===== src/rtl/eth_tx_buff_reader.sv =====
// Streams a frame out of the TX buffer's read port onto a valid/ready byte stream.
// Define ETH_TX_PAD_EN to zero-pad short frames up to MIN_FRAME bytes.
module eth_tx_buff_reader #(
    parameter int MIN_FRAME = 60,
    parameter int BUF_AW    = 11
) (
    input  logic              clk,
    input  logic              reset_n,
    input  logic [1:0]        ctrl_address,
    input  logic              ctrl_write,
    input  logic [31:0]       ctrl_writedata,
    input  logic              ctrl_read,
    output logic [31:0]       ctrl_readdata,
    output logic [BUF_AW-1:0] buf_address,
    output logic              buf_chipselect,
    output logic              buf_clken,
    input  logic [7:0]        buf_readdata,
    output logic [7:0]        tx_data,
    output logic              tx_valid,
    input  logic              tx_ready,
    output logic              tx_sop,
    output logic              tx_eop,
    output logic              irq
);

    localparam int LW = BUF_AW + 1;
    localparam logic [LW-1:0] MAX_LEN = LW'(1) << BUF_AW;
    localparam logic [LW-1:0] MIN_LEN = LW'(MIN_FRAME);

`ifdef ETH_TX_PAD_EN
    typedef enum logic [2:0] {IDLE, PRIME, STREAM, PAD, FINISH} state_t;
`else
    typedef enum logic [2:0] {IDLE, PRIME, STREAM, FINISH} state_t;
`endif

    state_t state, state_n;

    logic [BUF_AW-1:0] base_reg;
    logic [LW-1:0]     len_reg;
    logic [15:0]       frames;
    logic              done;
    logic              err;

    logic [LW-1:0]     len_q;
    logic [LW-1:0]     total;
    logic [BUF_AW-1:0] rd_addr;
    logic [LW-1:0]     rem_rd;
    logic              rd_pend;
    logic [LW-1:0]     load_idx;

    logic [7:0]        fifo_mem [2];
    logic              wr_ptr;
    logic              rd_ptr;
    logic [1:0]        fifo_cnt;

    logic start_req, done_clr, err_clr, len_ok, busy;
    logic accept, issue, pad_load, load_en;
    logic push, pop, out_free, tx_fire, eop_fire;
    logic [2:0] occ_after;
    logic unused_wdata;

    assign start_req = ctrl_write && (ctrl_address == 2'd0) && ctrl_writedata[0];
    assign done_clr  = ctrl_write && (ctrl_address == 2'd0) && ctrl_writedata[1];
    assign err_clr   = ctrl_write && (ctrl_address == 2'd0) && ctrl_writedata[2];
    assign len_ok    = (len_reg != '0) && (len_reg <= MAX_LEN);
    assign busy      = (state != IDLE);

    assign out_free  = !tx_valid || tx_ready;
    assign push      = rd_pend;
    assign pop       = (fifo_cnt != 2'd0) && out_free;
    assign load_en   = pop || pad_load;
    assign tx_fire   = tx_valid && tx_ready;
    assign eop_fire  = tx_fire && tx_eop;

    // Bytes already committed to the skid buffer (queued or still in the RAM);
    // a new read is only launched if it can never overflow the two entries.
    assign occ_after = 3'(fifo_cnt) + 3'(rd_pend) - 3'(pop);

`ifdef ETH_TX_PAD_EN
    logic pad_short;
    assign pad_short = (len_q < MIN_LEN);
    assign total     = pad_short ? MIN_LEN : len_q;
`else
    logic [LW-1:0] unused_min;
    assign unused_min = MIN_LEN;
    assign total      = len_q;
`endif

    assign unused_wdata   = ^ctrl_writedata[31:LW];
    assign buf_address    = rd_addr;
    assign buf_clken      = issue;
    assign buf_chipselect = issue;
    assign irq            = done;

    always_ff @(posedge clk) begin
        if (!reset_n) state <= IDLE;
        else          state <= state_n;
    end

    always_comb begin
        state_n  = state;
        accept   = 1'b0;
        issue    = 1'b0;
        pad_load = 1'b0;
        case (state)
            IDLE: begin
                if (start_req && len_ok) begin
                    accept  = 1'b1;
                    state_n = PRIME;
                end
            end
            PRIME: begin
                issue   = 1'b1;
                state_n = STREAM;
            end
            STREAM: begin
                issue = (rem_rd != '0) && (occ_after <= 3'd1);
                if (eop_fire)
                    state_n = FINISH;
`ifdef ETH_TX_PAD_EN
                else if ((rem_rd == '0) && pad_short)
                    state_n = PAD;
`endif
            end
`ifdef ETH_TX_PAD_EN
            PAD: begin
                // Zeros only follow once every real byte has left the skid buffer.
                pad_load = (fifo_cnt == 2'd0) && !rd_pend && out_free && (load_idx != total);
                if (eop_fire)
                    state_n = FINISH;
            end
`endif
            FINISH: state_n = IDLE;
            default: state_n = IDLE;
        endcase
    end

    always_ff @(posedge clk) begin
        if (push)
            fifo_mem[wr_ptr] <= buf_readdata;
    end

    always_ff @(posedge clk) begin
        if (!reset_n) begin
            base_reg      <= '0;
            len_reg       <= '0;
            frames        <= '0;
            done          <= 1'b0;
            err           <= 1'b0;
            len_q         <= '0;
            rd_addr       <= '0;
            rem_rd        <= '0;
            rd_pend       <= 1'b0;
            load_idx      <= '0;
            wr_ptr        <= 1'b0;
            rd_ptr        <= 1'b0;
            fifo_cnt      <= 2'd0;
            tx_data       <= 8'h00;
            tx_valid      <= 1'b0;
            tx_sop        <= 1'b0;
            tx_eop        <= 1'b0;
            ctrl_readdata <= '0;
        end else begin
            if (ctrl_write && (ctrl_address == 2'd1)) base_reg <= ctrl_writedata[BUF_AW-1:0];
            if (ctrl_write && (ctrl_address == 2'd2)) len_reg  <= ctrl_writedata[LW-1:0];

            done <= (state == FINISH) | (done & ~done_clr);
            err  <= (start_req && !accept) | (err & ~err_clr);
            if (state == FINISH) frames <= frames + 16'd1;

            if (accept) begin
                len_q    <= len_reg;
                rd_addr  <= base_reg;
                rem_rd   <= len_reg;
                load_idx <= '0;
            end else if (issue) begin
                rd_addr <= rd_addr + BUF_AW'(1);
                rem_rd  <= rem_rd - LW'(1);
            end
            rd_pend <= issue;

            if (push) wr_ptr <= ~wr_ptr;
            if (pop)  rd_ptr <= ~rd_ptr;
            case ({push, pop})
                2'b10:   fifo_cnt <= fifo_cnt + 2'd1;
                2'b01:   fifo_cnt <= fifo_cnt - 2'd1;
                default: fifo_cnt <= fifo_cnt;
            endcase

            // sop/eop are decided by position when a byte enters the output register.
            if (load_en) begin
                tx_valid <= 1'b1;
                tx_data  <= pop ? fifo_mem[rd_ptr] : 8'h00;
                tx_sop   <= (load_idx == '0);
                tx_eop   <= (load_idx == total - LW'(1));
                load_idx <= load_idx + LW'(1);
            end else if (tx_fire) begin
                tx_valid <= 1'b0;
                tx_sop   <= 1'b0;
                tx_eop   <= 1'b0;
            end

            if (ctrl_read) begin
                case (ctrl_address)
                    2'd0:    ctrl_readdata <= {29'd0, err, done, busy};
                    2'd1:    ctrl_readdata <= 32'(base_reg);
                    2'd2:    ctrl_readdata <= 32'(len_reg);
                    default: ctrl_readdata <= {16'd0, frames};
                endcase
            end else begin
                ctrl_readdata <= '0;
            end
        end
    end

endmodule

===== config.mk =====
export PLATFORM = sky130hd
export DESIGN_NAME = eth_tx_buff_reader
export DESIGN_NICKNAME = d
export VERILOG_FILES = /design/src/rtl/eth_tx_buff_reader.sv
export SDC_FILE = /design/constraint.sdc
export NUM_CORES = 1
export LEC_CHECK = 0
export ABC_AREA = 1
export CORE_ASPECT_RATIO = 1.4
export CORE_MARGIN = 3
export CORE_UTILIZATION = 45
export CTS_CLUSTER_DIAMETER = 100
export DETAILED_ROUTE_END_ITERATION = 8
export GPL_ROUTABILITY_DRIVEN = 0
export GPL_TIMING_DRIVEN = 0
export PLACE_DENSITY = 0.67
export SLEW_MARGIN = 20
export SYNTH_ARGS = -nofsm -noshare
export SYNTH_HDL_FRONTEND = slang
export SYNTH_SLANG_ARGS = --single-unit

===== constraint.sdc =====
create_clock -name clk -period 9 [get_ports clk]
set_input_delay 2.25 -clock clk [delete_from_list [all_inputs] [get_ports clk]]
set_output_delay 2.25 -clock clk [all_outputs]
set_load 0.005 [all_outputs]

## Yosys cells after proc, flatten, opt, wreduce, memory -nomap -nowiden

Memory sizes are Yosys's and may differ from the RTL's. A register that Yosys moved wholly into a read port is not among the register bits.
Index checks and enable logic that the tools add are counted.

| storage, ports and cells | value |
|---|---|
| input bits | 47 |
| bits in registers | 131 |
| memories | 1 |
| latch bits | 0 |
| bits in writable memories | 16 |
| ROM bits | 0 |

| cells by class | value |
|---|---|
| add/subtract/negate cells | 9 |
| order comparisons | 2 |
| $mul | 0 |
| reductions and logical operators | 30 |
| bitwise logic cells | 8 |
| eq/ne operators | 10 |
| shifts and indexed selects | 0 |
| divide/modulo/power cells | 0 |
| muxes and demuxes | 20 |

Memory list:

| name | depth | bits a word | read ports | clocked after Yosys merged registers in | wr ports | RTL line | text |
|---|---|---|---|---|---|---|---|
| fifo_mem | 2 | 8 | 1 | 1 | 1 | 51 | `logic [7:0] fifo_mem [2];` |

Operators with widths:

| cell | number |
|---|---|
| 12-bit two-way mux | 4 |
| 16-bit one-hot mux with 3 select lines | 1 |
| 12-bit nonzero test | 2 |
| 12-bit by 1-bit subtractor with 12-bit output (second input constant) | 2 |
| 11-bit two-way mux | 2 |
| 16-bit by 1-bit adder with 16-bit output (second input constant) | 1 |
| 1-bit logical AND | 13 |
| 12-bit by 1-bit adder with 12-bit output (second input constant) | 1 |
| 12-bit equality test | 1 |
| 12-bit <= comparator (second input constant) | 1 |
| 12-bit zero test | 1 |
| 11-bit by 1-bit adder with 11-bit output (second input constant) | 1 |
| 2-bit nonzero test | 5 |
| 3-bit one-hot mux with 3 select lines | 1 |
| 1-bit two-way mux | 8 |
| 3-bit by 2-bit equality test with 1-bit output (second input constant) | 2 |
| 3-bit two-way mux | 2 |
| 2-bit by 1-bit equality test with 1-bit output (second input constant) | 2 |
| 2-bit equality test (second input constant) | 2 |
| 2-bit != test (second input constant) | 2 |
| 1-bit inverter | 4 |
| 2-bit one-hot mux with 2 select lines | 1 |
| 2-bit AND reduction | 2 |
| 2-bit by 1-bit adder with 3-bit output | 1 |
| other kinds (13) | 17 |

## Longest topological paths before layout

Gate-level depths: netlist (run 1).

| logic depth | value |
|---|---|
| word-level depth | 9 |
| mapped depth | 21 |

## Worst setup path before layout (run 1)

No wires, ideal clock.

| timing path | value |
|---|---|
| kind | input to output |
| start | in tx_ready |
| end | out buf_clken |
| arrival time | 4.713 ns |
| path buffers | 3 |
| stages on the path | 16 |
| slack | 2.037 ns |
| path through | inv_1 nand2_1 nand2_2 clkinv_1 clkbuf_1 ha_1 inv_1 ha_1 inv_1 fa_1 nand3_1 nor2_1 nand2_2 a21boi_1 buf_2 buf_4 |

| between the ends | value |
|---|---|
| word-level cells in the longest chain between the ends | 6 |

RTL lines:

| item | RTL line | text |
|---|---|---|
| start: declaration | 20 | `input logic tx_ready,` |
| 1-bit logical OR | 68 | `assign out_free = !tx_valid \|\| tx_ready;` |
| 1-bit logical AND | 70 | `assign pop = (fifo_cnt != 2'd0) && out_free;` |
| net load_en | 57 | `logic accept, issue, pad_load, load_en;` |
| 3-bit by 1-bit subtractor with 3-bit output | 77 | `assign occ_after = 3'(fifo_cnt) + 3'(rd_pend) - 3'(pop);` |
| 3-bit by 1-bit <= comparator with 1-bit output | 117 | `issue = (rem_rd != '0) && (occ_after <= 3'd1);` |
| 1-bit logical AND | 117 |  |
| 1-bit one-hot mux with 2 select lines | 105 | `case (state)` |
| end: declaration | 16 | `output logic buf_clken,` |

The timed path passes the listed nets, and every way through them passes these cells.

## Final worst setup path (run 1)

Same ends and word-level chain as after synthesis.

==> impl_summary.md, run 1 <==
Status
The flow ran to the end, and the final reports show no timing, DRC or antenna violations.

Final layout
The final layout net count is 1,127. The antenna cell count is 0. The largest registers in the layout are ctrl_readdata (16), fifo_mem (16), frames (16). The area overhead of the layout relative to synthesis is 21.77%.

Of the cells placed in the final design, the portion with a size suffix greater than 1 is 0.06951. Leaving out fill and tap cells, the most frequent cell in the layout is sky130_fd_sc_hd__nand2_1. In the layout the commonest cells are sky130_fd_sc_hd__nand2_1, sky130_fd_sc_hd__inv_1, sky130_fd_sc_hd__dfxtp_1.

Critical path
Grouping stages by cell kind, the critical path spends the most delay in buffers and inverters. STA puts the critical path data required time at 6750 ps. The launch point of the critical path is tx_ready. The worst register-to-register path has a depth of 19. STA classifies the critical path endpoint as a primary output.

The endpoint of the most critical register-to-register path is rem_rd[9]. The worst setup path category is input port to primary output. By instance count, the cell type seen most on the critical path is sky130_fd_sc_hd__inv_1.

The startpoint identified for the worst register-to-register timing path is fifo_cnt[1]. The flop-to-flop setup slack is 5250 ps. The highest net fanout along the worst path is 11. The signal on the critical path passes through clkdlybuf4s50_1, inv_1, nand2_1, nand2_2, clkinv_1, clkbuf_1, ha_1, inv_1, ha_1, inv_1, fa_1, nand3_1, nor2_1, nand2_2, a21boi_1, buf_2, buf_4, clkdlybuf4s50_1. The worst setup path is launched from an input port. The library cell contributing the largest single delay on the critical path is sky130_fd_sc_hd__clkdlybuf4s50_1. Counting both buffers and inverters, the worst setup path holds a total of 9. The largest single stage delay on the critical path is 480 ps. The data arrival time of the critical path is 6280 ps.

Timing
The maximum clock skew at final layout is 7.612 ps. The peak clock frequency supported by timing is around 120 MHz. The worst slew margin relative to its limit is 0.5051.

The final worst hold slack is 470.8 ps. The minimum period implied by the final worst setup slack is approximately 8500 ps. The final setup slack of the worst path is 472.4 ps.

The number of max-slew violations in the final report was 0. Dividing the final minimum period by the clock period gives 0.9475. Setup repair after global routing left no endpoint under its margin. The total count of hold-check failures in the final report is 0. The summed negative setup slack over all endpoints is 0 ps. Setup violations remaining at the end of the flow were counted as 0. The transition time of the tightest slew-check pin is 739.6 ps.

Synthesis
The share of the synthesized area in compound gates (AO/OA/AOI/OAI) was 0.1184. After synthesis, the netlist uses 41 different library cells. In the post-synthesis netlist, the biggest area contributors are sky130_fd_sc_hd__dfxtp_1, sky130_fd_sc_hd__nand2_1, sky130_fd_sc_hd__nand3_1, sky130_fd_sc_hd__edfxtp_1, sky130_fd_sc_hd__inv_1. The cell count after synthesis came out at between 900 and 1k.

In this run the cell area of the synthesized design comes to slightly below 7000 um2. Of the total synthesized cell area, the portion taken by XOR and XNOR cells is 0.03347. Of the total synthesized cell area, the portion taken by full adders, half adders and majority gates is 0.02627. In this run, synthesis produced a sequential element count of between 100 and 150.

For this run, the register share of the synthesized area comes to 0.4203. Of the post-synthesis cell area, the dominant cell type holds 0.3512. A synthesized cell averages 7.191 um2. Yosys printed 0 warnings. sky130_fd_sc_hd__dfxtp_1 takes more of the synthesized area than any other cell.

Of the total synthesized cell area, the portion taken by AND, OR, NAND and NOR gates is 0.2837. After synthesis, the largest family of logic cells by area is simple AND/OR/NAND/NOR gates. Measured against the total synthesized area, the mux share comes to 0.

Routing
The final route contains around 6.4k vias. The number of antenna-violating nets in the routed design is 0. The detailed-router iteration count before antenna repair is 5.

The detailed router's first-iteration violation count is 267. The routed length per instance is 14.07 um. The DRC violation count after routing is 0.

Dividing the detail-routed via count by the number of cells gives ~5. The total wire length is 17,880 um.

Floorplan
The top-level I/O count is 104. The core area is 15,050 um2. The die is 111.1 um wide.

The starting density of the core is 0.4620. The number of rows created at floorplan is 53. The chip height is between 150 and 200 um. The die area is 17,000 um2.

GRT
The wire length of the first global-routing pass is ~30,000 um. The total overflow left after global routing is 0. The number of antenna violations at the first check in global routing is 0. Across every metal layer, demand over resource in global routing totals 0.2160. The via count of the first global-routing pass is slightly above 6k. Entering global routing, the biggest net connects 17 pins.

Clock tree
Once the clock tree was built, the setup fixing pass inserted 0 buffers. Once the clock tree was built, the resizer swapped 0 gates to a different size. The number of levels in the clock H-tree is 4. The CTS tree is built. The clock reaches the later pin of the worst-skew pair after 420 ps. The number of hold buffers added after CTS was 0. The total clock sinks is approximately 140. The clock transition at the registers of the reported paths is about 60 ps.

The maximum clock path buffer count is 2. The number of clock buffers inserted by TritonCTS is 17. The clock tree root driver cell is sky130_fd_sc_hd__clkbuf_16.

Worst hold path
For hold timing, the worst endpoint is ctrl_readdata[15]. The number of cells traversed by the worst hold path is 2. The type of the tightest min-delay check is flip-flop to flip-flop.

In this run the most critical hold path is launched from frames[15].

Power and ir drop
The power per unit of standard cell area is 216.0 nW/um2. The worst-case IR drop observed on VDD is 0.0001362 V. The leakage power is 0.003697 uW.

Placed design
The placement-stage worst setup slack is 459.8 ps. The number of port buffers is 65. The estimated wirelength of the detail-placed design is 13,560 um.

Run
The max-capacitance violation count is 0.
-- cells in the mapped netlist, drive strengths merged --
cell type  number
o31ai           2
clkbuf         26
conb            1
inv           129
nor3           18
a21o            1
a21boi          1
ha             13
o22ai           5
nand3b          2
fa              1
nand2         199
xnor2          10
a21oi          72
nor4            3
nand3         100
nor3b           1
nor2           91
clkinv          3
dfxtp         122
buf            32
o21a            1
a31oi           8
xor2           14
xnor3           1
nand4          29
o21ai          62
o221ai          3
a211oi          1
edfxtp         16
-- power breakdown --
| group | leakage [uW] | internal, uW | switching (uW) |
|---|---|---|---|
| registers | 0.00113 | 674 | 42.1 |
| clock network | 0.000267 | 385 | 287 |
| logic | 0.00230 | 177 | 264 |
| total | 0.00370 | 1240 | 593 |
-- cell type report --
type	count	area [um2]
Sequential cell	138	2923
Multi-Input combinational cell	654	3272
Tap cell	192	240.2
Fill cell	1467	6585
Timing Repair Buffer	65	650.6
Inverter	132	495.5
Buffer	58	320.3
Clock inverter	15	141.4
Clock buffer	17	425.4
-- worst reg2reg max path, cell delays in order (launching register included) --
cell and delay (ps):
sky130_fd_sc_hd__dfxtp_1 330, sky130_fd_sc_hd__inv_1 170, sky130_fd_sc_hd__nand2_1 90, sky130_fd_sc_hd__nand2_2 190, sky130_fd_sc_hd__clkinv_1 290, sky130_fd_sc_hd__clkbuf_1 340, sky130_fd_sc_hd__ha_1 420, sky130_fd_sc_hd__inv_1 80
sky130_fd_sc_hd__ha_1 150, sky130_fd_sc_hd__inv_1 50, sky130_fd_sc_hd__fa_1 470, sky130_fd_sc_hd__nand3_1 70, sky130_fd_sc_hd__nor2_1 160, sky130_fd_sc_hd__nand2_2 80, sky130_fd_sc_hd__a21boi_1 220, sky130_fd_sc_hd__buf_2 290
sky130_fd_sc_hd__nand3_1 100, sky130_fd_sc_hd__nand3_1 80, sky130_fd_sc_hd__nand2_1 60, sky130_fd_sc_hd__inv_1 60
-- per-stage QoR --
step / util / power (uW) / area [um2] / std cells
final: 0.5625 / 1829 / 8468 / 1271
after global routing: 0.5625 / 1928 / 8468 / 1271
after CTS: 0.5625 / 1842 / 8468 / 1271
after detailed placement: 0.5249 / 1169 / 7901 / 1239
after global placement: 0.5249 / 1162 / 7901 / 1239
after floorplan: - / 1015 / 7010 / 982
-- kinds of logic after synthesis --
group                      Yosys count
buffers and inverters              190
DFF                                138
xor gates and xnor gates            25
AOI/OAI and AO/OA                  156
adders and majority gates           14
and+or+nand+nor                    443
other                                1
-- worst max path at each step --
| stage | end | slack, ps | cells after the start |
|---|---|---|---|
| 3_3_place_gp | buf_clken | 500 | 18 |
| 6_report | buf_clken | 470 | 18 |
| 4_1_cts | buf_clken | 420 | 18 |
| 2_1_floorplan | buf_clken | 2040 | 16 |
| 5_1_grt | buf_clken | 150 | 18 |
| 3_5_place_dp | buf_clken | 460 | 18 |
-- per-layer routing --
metal,track usage,routed length (um)
met5,0,0
met4,0.09333,537
met3,0.04277,635
met2,0.3750,9041
met1,0.2592,7670
Power figures use the tool's default switching activity.
==> run 2, diff against run 1 <==
--- a/config.mk
+++ b/config.mk
@@ -8,12 +8,12 @@
 export ABC_AREA = 1
 export CORE_ASPECT_RATIO = 1.4
 export CORE_MARGIN = 3
-export CORE_UTILIZATION = 45
+export CORE_UTILIZATION = 39
 export CTS_CLUSTER_DIAMETER = 100
 export DETAILED_ROUTE_END_ITERATION = 8
 export GPL_ROUTABILITY_DRIVEN = 0
 export GPL_TIMING_DRIVEN = 0
-export PLACE_DENSITY = 0.67
+export PLACE_DENSITY = 0.6
 export SLEW_MARGIN = 20
 export SYNTH_ARGS = -nofsm -noshare
 export SYNTH_HDL_FRONTEND = slang
==> impl_summary.md, run 2 (same netlist as run 1, synthesis figures left out) <==
Floorplan
The initial utilization of the core area, before any placement, comes to 0.3996. The die area is between 15,000 and 20,000 um2. The number of rows created at floorplan is 57. The horizontal extent of the die is 118.9 um. The chip height is 164 um. In this run the count of I/O pins placed on the die edge is 104. The region available for standard cell placement spans 17,400 um2.

Critical path
Data arrives at the worst endpoint at 6320 ps. The required time at the worst-slack endpoint is approximately 6800 ps. The signal on the critical path passes through clkdlybuf4s50_1, inv_1, nand2_1, nand2_2, clkinv_1, clkbuf_1, ha_1, inv_1, ha_1, inv_1, fa_1, nand3_1, nor2_1, nand2_2, a21boi_1, buf_2, buf_4, clkdlybuf4s50_1. By instance count, the cell type seen most on the critical path is sky130_fd_sc_hd__inv_1. STA classifies the critical path startpoint as an input port.

Across all register-to-register paths, the minimum setup slack is 5230 ps. The beginning of the worst register-to-register path is fifo_cnt[1]. The highest net fanout along the worst path is 11. The worst register-to-register path has a depth of 19. On the critical path, the stage with the largest delay is an instance of sky130_fd_sc_hd__clkdlybuf4s50_1.

For this run, the slowest stage of the critical path takes 480 ps. STA classifies the critical path endpoint as a primary output. The worst setup path category is input port to primary output.

In this run the critical register-to-register path is captured at rem_rd[3].

Clock tree
The CTS tree is built. Clock-pin slew was measured on the worst setup and hold paths at 60 ps. The number of levels in the clock H-tree is 4. In this run, post-CTS hold repair placed 0 buffers. The tree is rooted in a sky130_fd_sc_hd__clkbuf_16. In this run, CTS created clock tree buffers numbering 17. Counting along the longest clock path gives a buffer depth of 2. For the worst-skew pair, the clock arrives at the later sink with an insertion delay of 430 ps. The quantity of gates resized following cts is 0. The total clock sinks is 138.

The setup fix buffers added after clock tree synthesis is 0.

Final layout
The most common cell after layout, fill and taps aside is sky130_fd_sc_hd__nand2_1. The share of the core filled with cells is 0.4889. The largest registers in the layout are ctrl_readdata (16), fifo_mem (16), frames (16). In the layout the commonest cells are sky130_fd_sc_hd__nand2_1, sky130_fd_sc_hd__inv_1, sky130_fd_sc_hd__dfxtp_1. The count of non-filler cells in the finished layout is 1,315. For this run, the post-layout net count is 1,127.

From synthesis to final layout, the design area changed by 22.33%. The antenna cell count is 0. In the final layout, the share of cells above drive strength 1 is 0.06673.

Routing
After detailed routing, the average wire length per cell comes to around 14 um. For this block, the initial DRC count from the detailed router was 284. Wires add up to 18,360 um. The number of antenna-violating nets in the routed design is 0. In the routed layout, each cell is associated on average with a via count of 4.848.

Across all layers, the routed design uses 6,375 vias. In the routed design, unresolved DRC markers number 0. The first TritonRoute pass finished after 5 iterations.

Placed design
The cell count after placement is approximately 1.3k. The estimated wirelength of the detail-placed design is between 10,000 and 15,000 um. Buffers placed on the I/O ports in this run total 65.

At the placement stage, the worst setup path has a slack of roughly 420 ps.

Timing
Setup violations remaining at the end of the flow were counted as 0. The minimum period implied by the final worst setup slack is 8565 ps. The maximum clock skew at final layout is 5.847 ps. The number of max-slew violations in the final report is 0.

Setup repair after global routing left no endpoint under its margin. The final setup slack of the worst path is 434.6 ps. Based on the critical path, the design can be clocked at up to 116.7 MHz. The total count of hold-check failures in the final report is 0. After routing, the total negative slack on setup checks comes to 0 ps. The transition time of the tightest slew-check pin is ~760 ps. Headroom to the max-slew limit came out at 0.4900.

In the finished design, the share of the clock period the worst path needs comes to 0.9517.

Power and ir drop
The worst IR drop on VDD is 0.0001160 V. For this design the static power due to leakage is 0.003691 uW. Dividing total power by cell area gives a power density of 213.5 nW/um2.

GRT
The via count of the first global-routing pass was ~6k. The first global-routing pass estimated about 30,000 um of wire. The total overflow left after global routing is 0. The pin count of the biggest net entering global routing is 17.

The number of antenna violations at the first check in global routing is 0. In the global route stage, overall resource usage came out at 0.1918.

Worst hold path
The type of the tightest min-delay check is flip-flop to flip-flop. The path with the worst hold slack has its endpoint at ctrl_readdata[15]. The number of cells traversed by the worst hold path is 2. The startpoint identified for the worst hold timing path is frames[15].

Run
Across the run, the number of max-cap violations was 0.

Status
The flow ran to the end, and the final reports show no timing, DRC or antenna violations.
## run 2: cell count changes in the layout (fill, tap and decap cells not counted), sizes merged
cell	previous run	this run
clkinv	7	9
inv	135	133
clkbuf	43	44
clkinvlp	4	3
## run 2: cell type report
class	instances	area [um2]
fill	1798	8895
multi-input combinational	654	3272
sequential	138	2923
timing repair buffer	65	650.6
inverter	132	495.5
clock buffer	18	429.2
buffer	58	320.3
tap	236	295.3
clock inverter	14	121.4
## run 2: worst max path at each step
stage	start	to	slack, ps	cells past startpoint
after detailed placement	tx_ready	buf_clken	420	18
after global placement	tx_ready	buf_clken	440	18
after CTS	tx_ready	buf_clken	410	18
after global routing	tx_ready	buf_clken	140	18
final	tx_ready	buf_clken	430	18
after floorplan	tx_ready	buf_clken	2040	16
## run 2: routing by layer
layer  track usage  vias up  wire length [um]  part of all wire
li1              -     3323                 -                 -
met1        0.2203     2930              7927              0.43
met2        0.3537      103              9591              0.52
met3       0.03755       19               535             0.029
met4       0.06747        0               303             0.017
met5             0        -                 0                 0
## run 2: where the power goes
part / switching (uW) / total (uW) / internal (uW)
Combinational: 265 / 442 / 177
Sequential: 42.8 / 717 / 674
Clock: 278 / 658 / 380
Total: 585 / 1820 / 1230
## run 2: through the flow
stage / hold WS (ps) / total power (uW) / instance area [um2]
after floorplan: 430.3 / 1015 / 7010
after global placement: 452.7 / 1167 / 7956
after detailed placement: 452.4 / 1173 / 7956
after CTS: 465.0 / 1835 / 8507
after global routing: 489.9 / 1921 / 8507
final: 470.9 / 1816 / 8507
## run 2: critical path: cells and delay by family
kind	cells	cell delay (ps)
adder cells (fa/ha/maj)	3	1030
AND/OR/NAND/NOR	5	570
buffers and inverters	9	2250
AO/OA/AOI/OAI	1	220
